===== config.mk =====
export PLATFORM = sky130hd
export DESIGN_NAME = imm_extend_pipe
export DESIGN_NICKNAME = d
export VERILOG_FILES = /design/src/rtl/imm_ext_pkg.sv /design/src/rtl/imm_ext_unit.sv /design/src/rtl/imm_extend_pipe.sv
export SDC_FILE = /design/constraint.sdc
export NUM_CORES = 1
export LEC_CHECK = 0
export CAP_MARGIN = 20
export CORE_MARGIN = 2
export CORE_UTILIZATION = 55
export DETAILED_ROUTE_END_ITERATION = 16
export PLACE_DENSITY = 0.91
export SYNTH_ARGS = -nofsm -noshare
export SYNTH_HDL_FRONTEND = slang
export SYNTH_SLANG_ARGS = --single-unit

===== constraint.sdc =====
create_clock -name i_clk -period 3.8 [get_ports i_clk]
set_clock_uncertainty 0.2 [all_clocks]
set_input_delay 0.38 -clock i_clk [delete_from_list [all_inputs] [get_ports i_clk]]
set_output_delay 0.38 -clock i_clk [all_outputs]
set_load 0.05 [all_outputs]

===== src/rtl/imm_ext_pkg.sv =====
// ---------------------------------------------------------------------------
// imm_ext_pkg
// Shared definitions for the registered immediate-extension stage:
//   - extension mode encodings driven on i_mode
//   - handshake FSM state encoding (EMPTY / ONE / TWO items held)
// ---------------------------------------------------------------------------
package imm_ext_pkg;

    localparam logic [1:0] MODE_SIGN   = 2'b00;
    localparam logic [1:0] MODE_ZERO   = 2'b01;
    localparam logic [1:0] MODE_UPPER  = 2'b10;
    localparam logic [1:0] MODE_BRANCH = 2'b11;

    typedef enum logic [1:0] {
        ST_EMPTY = 2'd0,
        ST_ONE   = 2'd1,
        ST_TWO   = 2'd2
    } state_e;

endpackage


===== src/rtl/imm_ext_unit.sv =====
// ---------------------------------------------------------------------------
// imm_ext_unit
// Combinational immediate extender.
// Ports:
//   i_data  [IN_W-1:0]   raw immediate
//   i_mode  [1:0]        SIGN / ZERO / UPPER / BRANCH
//   o_data  [OUT_W-1:0]  extended word
// ---------------------------------------------------------------------------
module imm_ext_unit #(
    parameter int IN_W  = 16,
    parameter int OUT_W = 32
) (
    input  logic [IN_W-1:0]  i_data,
    input  logic [1:0]       i_mode,
    output logic [OUT_W-1:0] o_data
);
    import imm_ext_pkg::*;

    logic [OUT_W-1:0] signExt;

    assign signExt = {{(OUT_W-IN_W){i_data[IN_W-1]}}, i_data};

    // Mode select; BRANCH drops the two top bits of the sign-extended word
    // so the word offset becomes a byte offset without an overflow flag.
    always_comb begin
        o_data = '0;
        case (i_mode)
            MODE_SIGN:   o_data = signExt;
            MODE_ZERO:   o_data = {{(OUT_W-IN_W){1'b0}}, i_data};
            MODE_UPPER:  o_data = {i_data, {(OUT_W-IN_W){1'b0}}};
            MODE_BRANCH: o_data = {signExt[OUT_W-3:0], 2'b00};
        endcase
    end

endmodule


===== src/rtl/imm_extend_pipe.sv =====
// ---------------------------------------------------------------------------
// imm_extend_pipe
// Registered immediate-extension stage with valid/ready handshake and a
// 2-entry skid buffer so that o_ready can be a register while still
// sustaining one item per cycle.
// Ports:
//   i_clk, i_rst              clock, async active-high reset
//   i_valid / o_ready         upstream handshake (o_ready registered)
//   i_data, i_mode, i_tag     immediate, extension mode, sideband tag
//   o_valid / i_ready         downstream handshake
//   o_data, o_tag             extended result and its tag
// ---------------------------------------------------------------------------
module imm_extend_pipe #(
    parameter int IN_W  = 16,
    parameter int OUT_W = 32,
    parameter int TAG_W = 5
) (
    input  logic             i_clk,
    input  logic             i_rst,
    input  logic             i_valid,
    output logic             o_ready,
    input  logic [IN_W-1:0]  i_data,
    input  logic [1:0]       i_mode,
    input  logic [TAG_W-1:0] i_tag,
    output logic             o_valid,
    input  logic             i_ready,
    output logic [OUT_W-1:0] o_data,
    output logic [TAG_W-1:0] o_tag
);
    import imm_ext_pkg::*;

    state_e           state_q, state_d;
    logic             ready_q;
    logic [OUT_W-1:0] mainData_q, skidData_q;
    logic [TAG_W-1:0] mainTag_q, skidTag_q;
    logic [OUT_W-1:0] extData;
    logic             accept, pop;
    logic             loadMain, loadSkid, mainFromSkid;

    imm_ext_unit #(
        .IN_W  (IN_W),
        .OUT_W (OUT_W)
    ) u_ext (
        .i_data (i_data),
        .i_mode (i_mode),
        .o_data (extData)
    );

    assign o_valid = (state_q != ST_EMPTY);
    assign o_ready = ready_q;
    assign o_data  = mainData_q;
    assign o_tag   = mainTag_q;

    assign accept = i_valid & ready_q;
    assign pop    = o_valid & i_ready;

    // Next state and register load enables. The main register always holds
    // the oldest item; the skid register only fills when the main one is
    // occupied and not leaving this cycle.
    always_comb begin
        state_d      = state_q;
        loadMain     = 1'b0;
        loadSkid     = 1'b0;
        mainFromSkid = 1'b0;
        case (state_q)
            ST_EMPTY: begin
                if (accept) begin
                    state_d  = ST_ONE;
                    loadMain = 1'b1;
                end
            end
            ST_ONE: begin
                if (accept && !pop) begin
                    state_d  = ST_TWO;
                    loadSkid = 1'b1;
                end else if (accept && pop) begin
                    loadMain = 1'b1;
                end else if (pop) begin
                    state_d = ST_EMPTY;
                end
            end
            ST_TWO: begin
                if (pop) begin
                    state_d      = ST_ONE;
                    mainFromSkid = 1'b1;
                end
            end
            default: state_d = ST_EMPTY;
        endcase
    end

    // State, registered ready and data/tag storage. Ready looks at the next
    // state so upstream sees it drop in the same cycle the buffer fills.
    always_ff @(posedge i_clk or posedge i_rst) begin
        if (i_rst) begin
            state_q    <= ST_EMPTY;
            ready_q    <= 1'b1;
            mainData_q <= '0;
            mainTag_q  <= '0;
            skidData_q <= '0;
            skidTag_q  <= '0;
        end else begin
            state_q <= state_d;
            ready_q <= (state_d != ST_TWO);
            if (loadMain) begin
                mainData_q <= extData;
                mainTag_q  <= i_tag;
            end else if (mainFromSkid) begin
                mainData_q <= skidData_q;
                mainTag_q  <= skidTag_q;
            end
            if (loadSkid) begin
                skidData_q <= extData;
                skidTag_q  <= i_tag;
            end
        end
    end

endmodule

## Word-level counts from Yosys, hierarchy flattened

Index checks and enable logic that the tools add are counted.

| operators by class | value |
|---|---|
| reductions and logical operators | 7 |
| bitwise operators | 2 |
| muxes and demuxes | 19 |
| eq/ne operators | 6 |

Operator list:

| kind | number |
|---|---|
| 32-bit one-hot mux with 4 select lines | 1 |
| 32-bit 2-to-1 mux | 2 |
| 2-bit 2-to-1 mux | 5 |
| 5-bit 2-to-1 mux | 2 |
| 1-bit 2-to-1 mux | 7 |
| 2-bit == test (second input constant) | 3 |
| 2-bit one-hot mux with 3 select lines | 1 |
| 2-bit by 1-bit == test with 1-bit output (second input constant) | 2 |
| 2-bit zero test | 2 |
| 2-bit nonzero test | 2 |
| 1-bit bitwise AND | 2 |
| 1-bit logical AND | 2 |
| 2-bit != test (second input constant) | 1 |
| 1-bit one-hot mux with 2 select lines | 1 |
| 1-bit zero test | 1 |

| storage, ports and cells | value |
|---|---|
| output and inout port bits | 39 |
| input bits | 27 |
| register bits after elaboration | 77 |

## Longest topological paths before layout

Gate-level depths: netlist of run 1.

| depth | value |
|---|---|
| depth in word-level cells | 7 |
| depth in mapped cells | 5 |
| mapped depth without buffers | 3 |

## Hierarchy

Synthesis of run 1 repeated with hierarchy kept, for this count alone.

| second synthesis, totals | value |
|---|---|
| cell total of the unflattened synthesis | 283 |
| area, all modules | 3886.2 µm² |

By module, submodules not included:

| module | cells each | area an instance (µm²) | times used |
|---|---|---|---|
| imm_extend_pipe | 223 | 3374.5 | 1 |
| imm_ext_unit | 60 | 511.7 | 1 |

## Least setup slack after synthesis of run 1

OpenSTA, ideal clock, no wires.

| timing path | value |
|---|---|
| kind | reg-to-reg |
| from | register ready_q (netlist: o_ready) |
| to | register skidData_q[10] |
| arrival time | 1645 ps |
| library setup time | 125 ps |
| cell stages (with the launch flop) | 5 |
| setup slack | 1830 ps |
| period minus slack after synthesis | 1970 ps |
| cells stage by stage | dfstp_2 > nand3b_1 > nor2_4 > buf_4 > mux2_2 |

| on the way | value |
|---|---|
| cells in the longest elaborated chain, start to end | 4 |

RTL lines:

| item | line | text |
|---|---|---|
| from (decl) | imm_extend_pipe.sv:33 | `logic ready_q;` |
| from (signal assigned) | imm_extend_pipe.sv:104 | `ready_q <= (state_d != ST_TWO);` |
| 1-bit bitwise AND | imm_extend_pipe.sv:54 | `assign accept = i_valid & ready_q;` |
| 1-bit logical AND | imm_extend_pipe.sv:73 | `if (accept && !pop) begin` |
| 1-bit 2-to-1 mux | imm_extend_pipe.sv:73 |  |
| 1-bit 2-to-1 mux | imm_extend_pipe.sv:65 | `case (state_q)` |
| to (signal assigned) | imm_extend_pipe.sv:113 | `skidData_q <= extData;` |
| to (decl) | imm_extend_pipe.sv:34 | `logic [OUT_W-1:0] mainData_q, skidData_q;` |

No other way between the ends.
A chain may end at the register's enable or synchronous reset.

## Final worst setup path of run 1

| timing path | value |
|---|---|
| from | register state_q[0] |
| to | output port o_valid |

| on the way | value |
|---|---|
| cells in the longest elaborated chain, start to end | 1 |

RTL lines:

| item | line | text |
|---|---|---|
| from (decl) | imm_extend_pipe.sv:32 | `state_e state_q, state_d;` |
| from (signal assigned) | imm_extend_pipe.sv:103 | `state_q <= state_d;` |
| 2-bit nonzero test | imm_extend_pipe.sv:49 | `assign o_valid = (state_q != ST_EMPTY);` |
| to (decl) | imm_extend_pipe.sv:25 | `output logic o_valid,` |

No other way between the ends.

==> qor.yml, run 1 <==
outcome:
  status: "complete, no violations"
global_route:
  grt_pass1_vias: 2637
  antenna_found_initial: 0
  grt_pass1_wl_um: 13030
  grt_max_degree: 78
  grt_use_total: 0.2366
  grt-ovfl-total: 0
power_and_ir_drop:
  p_int_mw: 2.313
  netSwitchingFraction: 0.4216
  switchingPower_mw: 1.686
  ir_drop_mv: 0.6566
  power_mw: 3.998
  p_clk_frac: 0.173
  sequentialPowerShare: 0.362
  p_per_area_nw_per_um2: 907.9
  comb_power_share: 0.465
  p_leak_nw: 1.856
yosys:
  ys_seq_elements: 77
  yosysMostFrequentCell: "dfrtp_1"
  async_flop_share: 1.000
  synth.area.top_cells: "dfrtp_1 54%, mux2i_1 9.4%, mux2_2 7.0%"
  synth_top_cell_area_share: 0.5405
  syn_area_sq_um: 3518
  synth_mux_area_frac: 0.1643
  ys_types: 30
  synth_top_family_by_area: "compound AO/OA/AOI/OAI gates"
  synth-edff-count: 0
  synth_area_leader_cell: "dfrtp_1"
  synth_compound_area_frac: 0.1792
  yosysWarningCount: 0
  syn_nets: 307
  synthTopCellsByCount: "76 x dfrtp_1, 33 x mux2i_1, 32 x a21oi_1"
  netlist_instances: 280
  yosysSeqAreaShare: 0.5480
  syn_area_per_cell_sq_um: 12.57
  synthFlopType: "dfrtp_1"
  synthXorXnorAreaFrac: 0.002489
  yosys.area_share.simple: 0.06757
  synthAdderAreaFrac: 0
die:
  core_area_sq_um: 6277
  die_w_um: 83.98
  num_rows: 29
  die_y_um: 83.98
  dieArea_sq_um: 7053
  ioPinCount: 66
  start_util: 0.5605
drt:
  via_count: 2506
  detail-route-antenna-nets: 0
  drt-total-wl_um: 7964
  first_iter_violations: 151
  wl_per_cell_um: 18.96
  drt_pass1_iterations: 4
  avgViaCountPerCell: 5.967
  drc: 0
finish:
  diodes: 0
  nFillCells: 445
  final_cells: 420
  nets: 365
  areaGrowthSynthToFinish_pct: 25.18
  drive_gt1_frac: 0.1429
placement:
  placed_cells: 404
  dp_slack_ps: 1127
  gp_congestion: 0.7705
  port_buffers: 65
  dp_hpwl_um: 5276
clock_network:
  clockRootBuffer: "clkbuf_8"
  post_cts_buffers: 0
  h-tree-depth: 3
  ctsResizeCount: 0
  tritoncts: "built"
  clockBufferDepth: 2
  clkLatencyLatePin_ps: 360
  path_clk_slew_ps: 80
  cts_sinks: 77
  cts_made_buffers: 9
  cts_hold_buf: 0
timing:
  drv_slew: 0
  finalSetupTns_ps: 0
  rsz0062_at_grt: "false"
  min_period_ps: 2374
  fin_ws_ps: 1426
  finalCritPeriodShare: 0.6247
  setup_viol: 0
  hold_viol: 0
  relSlewSlack: 0.2941
  max_freq_mhz: 421.2
  worst_pin_slew_ps: 1056
setup_path:
  cp-start-kind: "register"
  worstPathArrival_ps: 1790
  worstSetupEndpointType: "output pin"
  critPathKind: "reg -> out"
  cp.required_ps: 3220
  path_max_fanout: 6
run:
  maxCapViolCount: 0
min_path:
  hp-class: "reg -> reg"
[cell families after synthesis]
family	after synthesis
flops	77
buf+inv	25
compound gates	85
xor+xnor	1
simple gates	37
mux	55
[metal layers]
metal  up-vias  wire length, um  track usage
met4         0               82      0.08211
met5         -                0            0
met1      1263             3430       0.3001
met2        68             4098       0.3935
li1       1168                -            -
met3         7              352      0.06330
[stage by stage]
stage	instance area [sq um]	utilization	hold slack, ps
2_1_floorplan	3518	-	246.4
3_3_place_gp	4180	0.6659	280.4
3_5_place_dp	4180	0.6659	288.3
4_1_cts	4404	0.7016	305.9
5_1_grt	4404	0.7016	311.4
6_report	4404	0.7016	303.4
[final cells by class]
class / count / area, sq um / share of cell area
clock buffers: 10 / 137.6 / 0.03125
clock inverters: 6 / 86.33 / 0.01960
inverters: 2 / 7.507 / 0.001705
multi-input cells: 178 / 1460 / 0.3315
flip-flops and latches: 77 / 1928 / 0.4378
well taps: 77 / 96.34 / 0.02188
repair buffers: 70 / 688.2 / 0.1563
[power groups by stage]
| stage | Combinational [mW] | Clock, mW | Sequential [mW] |
|---|---|---|---|
| finish | 1.86 | 0.691 | 1.45 |
| global route | 1.96 | 0.734 | 1.49 |
| CTS | 1.87 | 0.703 | 1.44 |
| detailed placement | 1.87 | 0 | 1.45 |
| global placement | 1.81 | 0 | 1.43 |
| floorplan | 0.628 | 0 | 2.08 |
[final timing paths]
kind | from | end | slack (ps) | cells past startpoint
max | state_q[0] | o_valid | 1430 | 2
max reg2reg | o_ready | o_data[14] | 1530 | 4
max in group asynchronous | i_rst | o_data[3] | 2370 | 3
min in group asynchronous | i_rst | state_q[0] | 420 | 3
min | skidData_q[14] | skidData_q[14] | 300 | 1
min reg2reg | skidData_q[14] | skidData_q[14] | 300 | 1
[layout by cell type (no fill, tap or decap), types with 2 or more instances in the layout]
| cell type | Yosys | final |
|---|---|---|
| nor2_4 | 1 | 2 |
| mux2_2 | 22 | 22 |
| clkdlybuf4s50_1 | 0 | 65 |
| and3b_1 | 2 | 2 |
| mux2i_1 | 33 | 33 |
| or2_2 | 2 | 2 |
| clkinv_2 | 0 | 2 |
| clkbuf_8 | 0 | 10 |
| and2_0 | 14 | 14 |
| and3_1 | 2 | 2 |
| a221o_1 | 22 | 22 |
| a22oi_1 | 14 | 14 |
| nor2b_1 | 4 | 4 |
| and2_1 | 7 | 7 |
| a21oi_1 | 32 | 32 |
| dfrtp_1 | 76 | 76 |
| bufinv_16 | 0 | 2 |
| a22o_1 | 14 | 14 |
| buf_4 | 5 | 5 |
[critical path, cell delays in order (launching register included)]
cell	delay (ps)
dfrtp_1	440
or2_2	300
clkdlybuf4s50_1	700
[state kept, by name, indices dropped and copies added (netlist names)]
register	cells
state_q	2
skidData_q	32
o_ready	1
o_tag	5
o_data	32
skidTag_q	5
Power figures use the tool's default switching activity.
==> run 2: changes to the inputs <==
--- a/config.mk
+++ b/config.mk
@@ -7,9 +7,9 @@
 export LEC_CHECK = 0
 export CAP_MARGIN = 20
 export CORE_MARGIN = 2
-export CORE_UTILIZATION = 55
+export CORE_UTILIZATION = 47
 export DETAILED_ROUTE_END_ITERATION = 16
-export PLACE_DENSITY = 0.91
+export PLACE_DENSITY = 0.83
 export SYNTH_ARGS = -nofsm -noshare
 export SYNTH_HDL_FRONTEND = slang
 export SYNTH_SLANG_ARGS = --single-unit
==> constraint.sdc (replaced) <==
create_clock -name i_clk -period 2.05 [get_ports i_clk]
set_clock_uncertainty 0.2 [all_clocks]
set_input_delay 0.205 -clock i_clk [delete_from_list [all_inputs] [get_ports i_clk]]
set_output_delay 0.205 -clock i_clk [all_outputs]
set_load 0.05 [all_outputs]
==> run 2 against run 1 <==
Net effect:
- via count rose by 7.5%
- non-clock buffer count rose by 9
- utilization fell by 7.6 points
- die area rose by 16%
- first-iteration DRC count fell by 7.3%
- total power rose by 90%
- register-to-register slack got worse by 1300 ps
- largest cell class unchanged
- highest routed layer unchanged
==> qor.yml, run 2 (synthesized netlist as in run 1, its figures left out) <==
die:
  ioPinCount: 66
  die_w_um: 90.52
  start_util: 0.4851
  core_area_sq_um: 7253
  num_rows: 31
  die_y_um: 90.52
  dieArea_sq_um: 8194
finish:
  fin_util: 0.6260
  layout.cells.most_common: "dfrtp_1"
  drive_gt1_frac: 0.1705
  mostFrequentLayoutCells: "76 x dfrtp_1, 63 x clkdlybuf4s50_1, 33 x mux2i_1, 32 x a21oi_1"
  nets: 374
  diodes: 0
  final_cells: 451
  areaGrowthSynthToFinish_pct: 29.05
timing:
  rsz0062_at_grt: "false"
  min_period_ps: 1973
  setup_viol: 0
  relSlewSlack: 0.5667
  worst_pin_slew_ps: 647.0
  finalCritPeriodShare: 0.9626
  max_freq_mhz: 506.7
  drv_slew: 0
  hold_viol: 0
  fin_ws_ps: 76.62
setup_path:
  critPathSlowestCell: "clkdlybuf4s50_1"
  worstSetupEndpointType: "output pin"
  cpPeakStageDelay_ps: 820
  cp.required_ps: 1640
  critPathKind: "reg -> out"
  reg2reg_from: "o_ready"
  rrSetupSlack_ps: 250
  reg2reg_depth: 5
  r2r-end: "skidData_q[26]"
  path_buf_inv: 1
  path_delay_family: "buffers and inverters"
  worstPathArrival_ps: 1570
  path_cells: "clkdlybuf4s50_1"
  path_max_fanout: 2
  cp-start-kind: "register"
global_route:
  antenna_found_initial: 0
  grt_max_degree: 44
  grt_use_total: 0.2183
  grt_pass1_vias: 2814
  grt-ovfl-total: 0
  grt_pass1_wl_um: 14300
placement:
  gp_congestion: 0.7612
  port_buffers: 65
  dp_slack_ps: -351.6
  placed_cells: 435
  dp_hpwl_um: 5920
clock_network:
  cts_made_buffers: 9
  cts_sinks: 77
  tritoncts: "built"
  clkLatencyLatePin_ps: 350
  clockRootBuffer: "clkbuf_8"
  clockBufferDepth: 2
  h-tree-depth: 3
  post_cts_buffers: 0
  path_clk_slew_ps: 80
drt:
  drt-total-wl_um: 8726
  drt_pass1_iterations: 4
  detail-route-antenna-nets: 0
  drc: 0
  avgViaCountPerCell: 5.976
  wl_per_cell_um: 19.35
  first_iter_violations: 140
  via_count: 2695
power_and_ir_drop:
  ir_drop_mv: 0.5491
  power_mw: 7.585
  p_leak_nw: 1.910
  p_per_area_nw_per_um2: 1670
outcome:
  status: "complete, no violations"
min_path:
  hp-class: "in -> async"
run:
  maxCapViolCount: 0
run 2: where the power goes:
part,internal [mW],total (mW),switching [mW]
clock network,0.809,1.37,0.560
logic,1.37,3.53,2.16
registers,2.25,2.69,0.441
run 2: how the worst max path moves through the flow:
stage                           from        endpoint  slack, ps  cells past startpoint
after global routing      o_data[18]      o_data[18]         50                      1
after CTS                 o_data[18]      o_data[18]         70                      1
after floorplan              o_ready  skidData_q[10]         80                      4
final                     o_data[18]      o_data[18]         80                      1
after global placement     i_mode[0]      o_data[26]       -400                      4
after detailed placement   i_mode[1]  skidData_q[26]       -350                      4
run 2: layer usage:
metal  GRT usage  part of all wire
met1      0.2811              0.41
met2      0.3545              0.51
met3     0.04424             0.060
met4      0.1026             0.020
met5           0                 0
run 2: area by class of cell:
type | instances | area [sq um]
Fill cell | 568 | 2713
Sequential cell | 77 | 1928
Multi-Input combinational cell | 178 | 1463
Timing Repair Buffer | 79 | 775.7
Clock buffer | 10 | 127.6
Tap cell | 99 | 123.9
Clock inverter | 6 | 111.4
Inverter | 2 | 11.26
run 2: repair_timing:
item / in CTS / in global routing
setup endpoints to repair: 1 / 0
resized for setup: 1 / 0
hold buffers: 0 / 0
endpoints found under the hold margin: 0 / 0
run 2: stage by stage:
step / hold WS, ps / instance area [sq um] / setup TNS (ps)
floorplan: 71.41 / 3522 / 0
global placement: 279.4 / 4292 / -9547
detailed placement: 289.4 / 4299 / -8064
CTS: 33.44 / 4541 / 0
global route: 48.14 / 4541 / 0
finish: 42.94 / 4541 / 0
==> run 3: changes to the inputs <==
--- a/config.mk
+++ b/config.mk
@@ -10,6 +10,7 @@
 export CORE_UTILIZATION = 47
 export DETAILED_ROUTE_END_ITERATION = 16
 export PLACE_DENSITY = 0.83
+export SETUP_SLACK_MARGIN = 0.1
 export SYNTH_ARGS = -nofsm -noshare
 export SYNTH_HDL_FRONTEND = slang
 export SYNTH_SLANG_ARGS = --single-unit
==> run 3 against run 2 <==
Net effect:
- clock power is 3% lower
- non-clock buffer count is 1 lower
- via count decreased by 1.4%
- setup slack improved by 63 ps
- combinational power shrank 4%
- cell count down 0.22%
==> qor.yml, run 3 (synthesized netlist as in run 1, its figures left out) <==
outcome:
  status: "complete, no violations"
finish:
  areaGrowthSynthToFinish_pct: 29.66
  nets: 373
  drive_gt1_frac: 0.1738
  mostFrequentLayoutCells: "76 x dfrtp_1, 33 x mux2i_1, 32 x a21oi_1, 27 x clkdlybuf4s50_1"
  layout.cells.most_common: "dfrtp_1"
  nFillCells: 561
  diodes: 0
  fin_area_sq_um: 4562
clock_network:
  clkLatencyLatePin_ps: 360
  tritoncts: "built"
  cts_made_buffers: 9
  cts_sinks: 77
  h-tree-depth: 3
  clockBufferDepth: 2
  post_cts_buffers: 0
  path_clk_slew_ps: 80
  clockRootBuffer: "clkbuf_8"
drt:
  wl_per_cell_um: 19.31
  drc: 0
  avgViaCountPerCell: 5.902
  detail-route-antenna-nets: 0
  via_count: 2656
  drt-total-wl_um: 8688
  drt_pass1_iterations: 4
  first_iter_violations: 180
power_and_ir_drop:
  comb_power_share: 0.458
  p_per_area_nw_per_um2: 1617
  p_clk_frac: 0.180
  p_leak_nw: 2.156
  sequentialPowerShare: 0.361
  power_mw: 7.376
  switchingPower_mw: 3.151
  p_int_mw: 4.225
  ir_drop_mv: 0.5419
  netSwitchingFraction: 0.4272
setup_path:
  path_delay_family: "buffers and inverters"
  path_cells: "clkdlybuf4s50_1"
  worstPathArrival_ps: 1510
  cpPeakStageDelay_ps: 800
  cp-start-kind: "register"
  critPathSlowestCell: "clkdlybuf4s50_1"
  cp.required_ps: 1640
  path_max_fanout: 2
  path_buf_inv: 1
  worstSetupEndpointType: "output pin"
  critPathKind: "reg -> out"
die:
  core_area_sq_um: 7253
  num_rows: 31
  die_w_um: 90.52
  dieArea_sq_um: 8194
  start_util: 0.4851
  die_y_um: 90.52
  ioPinCount: 66
timing:
  rsz0062_at_grt: "false"
  max_freq_mhz: 523.6
  finalCritPeriodShare: 0.9317
  setup_viol: 0
  worst_pin_slew_ps: 584.1
  min_period_ps: 1910
  drv_slew: 0
  hold_viol: 0
  relSlewSlack: 0.6088
global_route:
  grt_pass1_vias: 2623
  antenna_found_initial: 0
  grt_use_total: 0.2126
  grt-ovfl-total: 0
  grt_max_degree: 78
  grt_pass1_wl_um: 13740
placement:
  port_buffers: 65
  dp_hpwl_um: 5642
  post_dp_cell_area_sq_um: 4309
  gp_congestion: 0.7553
min_path:
  hp-class: "in -> async"
run:
  maxCapViolCount: 0
run 3: cell count changes in the layout (fill, tap and decap cells not counted), moves of 2 or more:
cell             delta
clkdlybuf4s50_1    -36
dlygate4sd2_1      +19
dlymetal6s2s_1     +16
buf_12              +2
buf_4               -2
clkbuf_8            +2
clkinvlp_4          +2
run 3: repair_timing:
item / in CTS / in global routing
setup endpoints to repair: 19 / 44
hold buffers: 0 / 0
endpoints found under the hold margin: 0 / 0
gates resized for setup: 19 / 17
run 3: stage by stage:
stage	hold slack, ps	utilization	instances	setup TNS [ps]	setup WS [ps]
after floorplan	71.41	-	280	0	100.6
after global placement	279.7	0.5931	433	-9338	-394.3
after detailed placement	287.8	0.5941	434	-6401	-276.2
after CTS	114.4	0.6231	450	0	100.6
after global routing	141.4	0.6289	450	0	103.8
final	88.92	0.6289	450	0	140.0
run 3: layout make-up:
cell class | count | area [sq um] | share of cell area
Sequential cell | 77 | 1928 | 0.4227
Multi-Input combinational cell | 178 | 1458 | 0.3195
Timing Repair Buffer | 78 | 807.0 | 0.1769
Clock buffer | 11 | 151.4 | 0.03319
Tap cell | 99 | 123.9 | 0.02715
Clock inverter | 5 | 82.58 | 0.01810
Inverter | 2 | 11.26 | 0.002468
run 3: final timing paths:
kind | start | endpoint | slack (ps) | cells after the start
max in group asynchronous | i_rst | o_data[20] | 1220 | 3
min in group i_clk | i_tag[4] | skidTag_q[4] | 290 | 2
setup / recovery | o_tag[1] | o_tag[1] | 140 | 1
setup reg to reg | o_ready | o_data[17] | 250 | 5
hold reg to reg | skidData_q[6] | skidData_q[6] | 300 | 1
hold / removal | i_rst | state_q[1] | 90 | 3
run 3: per-layer routing:
metal,wire (um),up-vias,track usage
met5,0,-,0
met4,234,0,0.1115
met3,482,17,0.05008
met2,4258,94,0.3197
met1,3712,1361,0.2865
li1,-,1184,-
run 3: power groups by stage:
stage	clock (mW)	sequential, mW	combinational [mW]
final	1.33	2.67	3.38
after global routing	1.41	2.75	3.55
after CTS	1.34	2.67	3.42
after detailed placement	0	2.70	3.53
after global placement	0	2.66	3.45
after floorplan	0	3.85	1.17
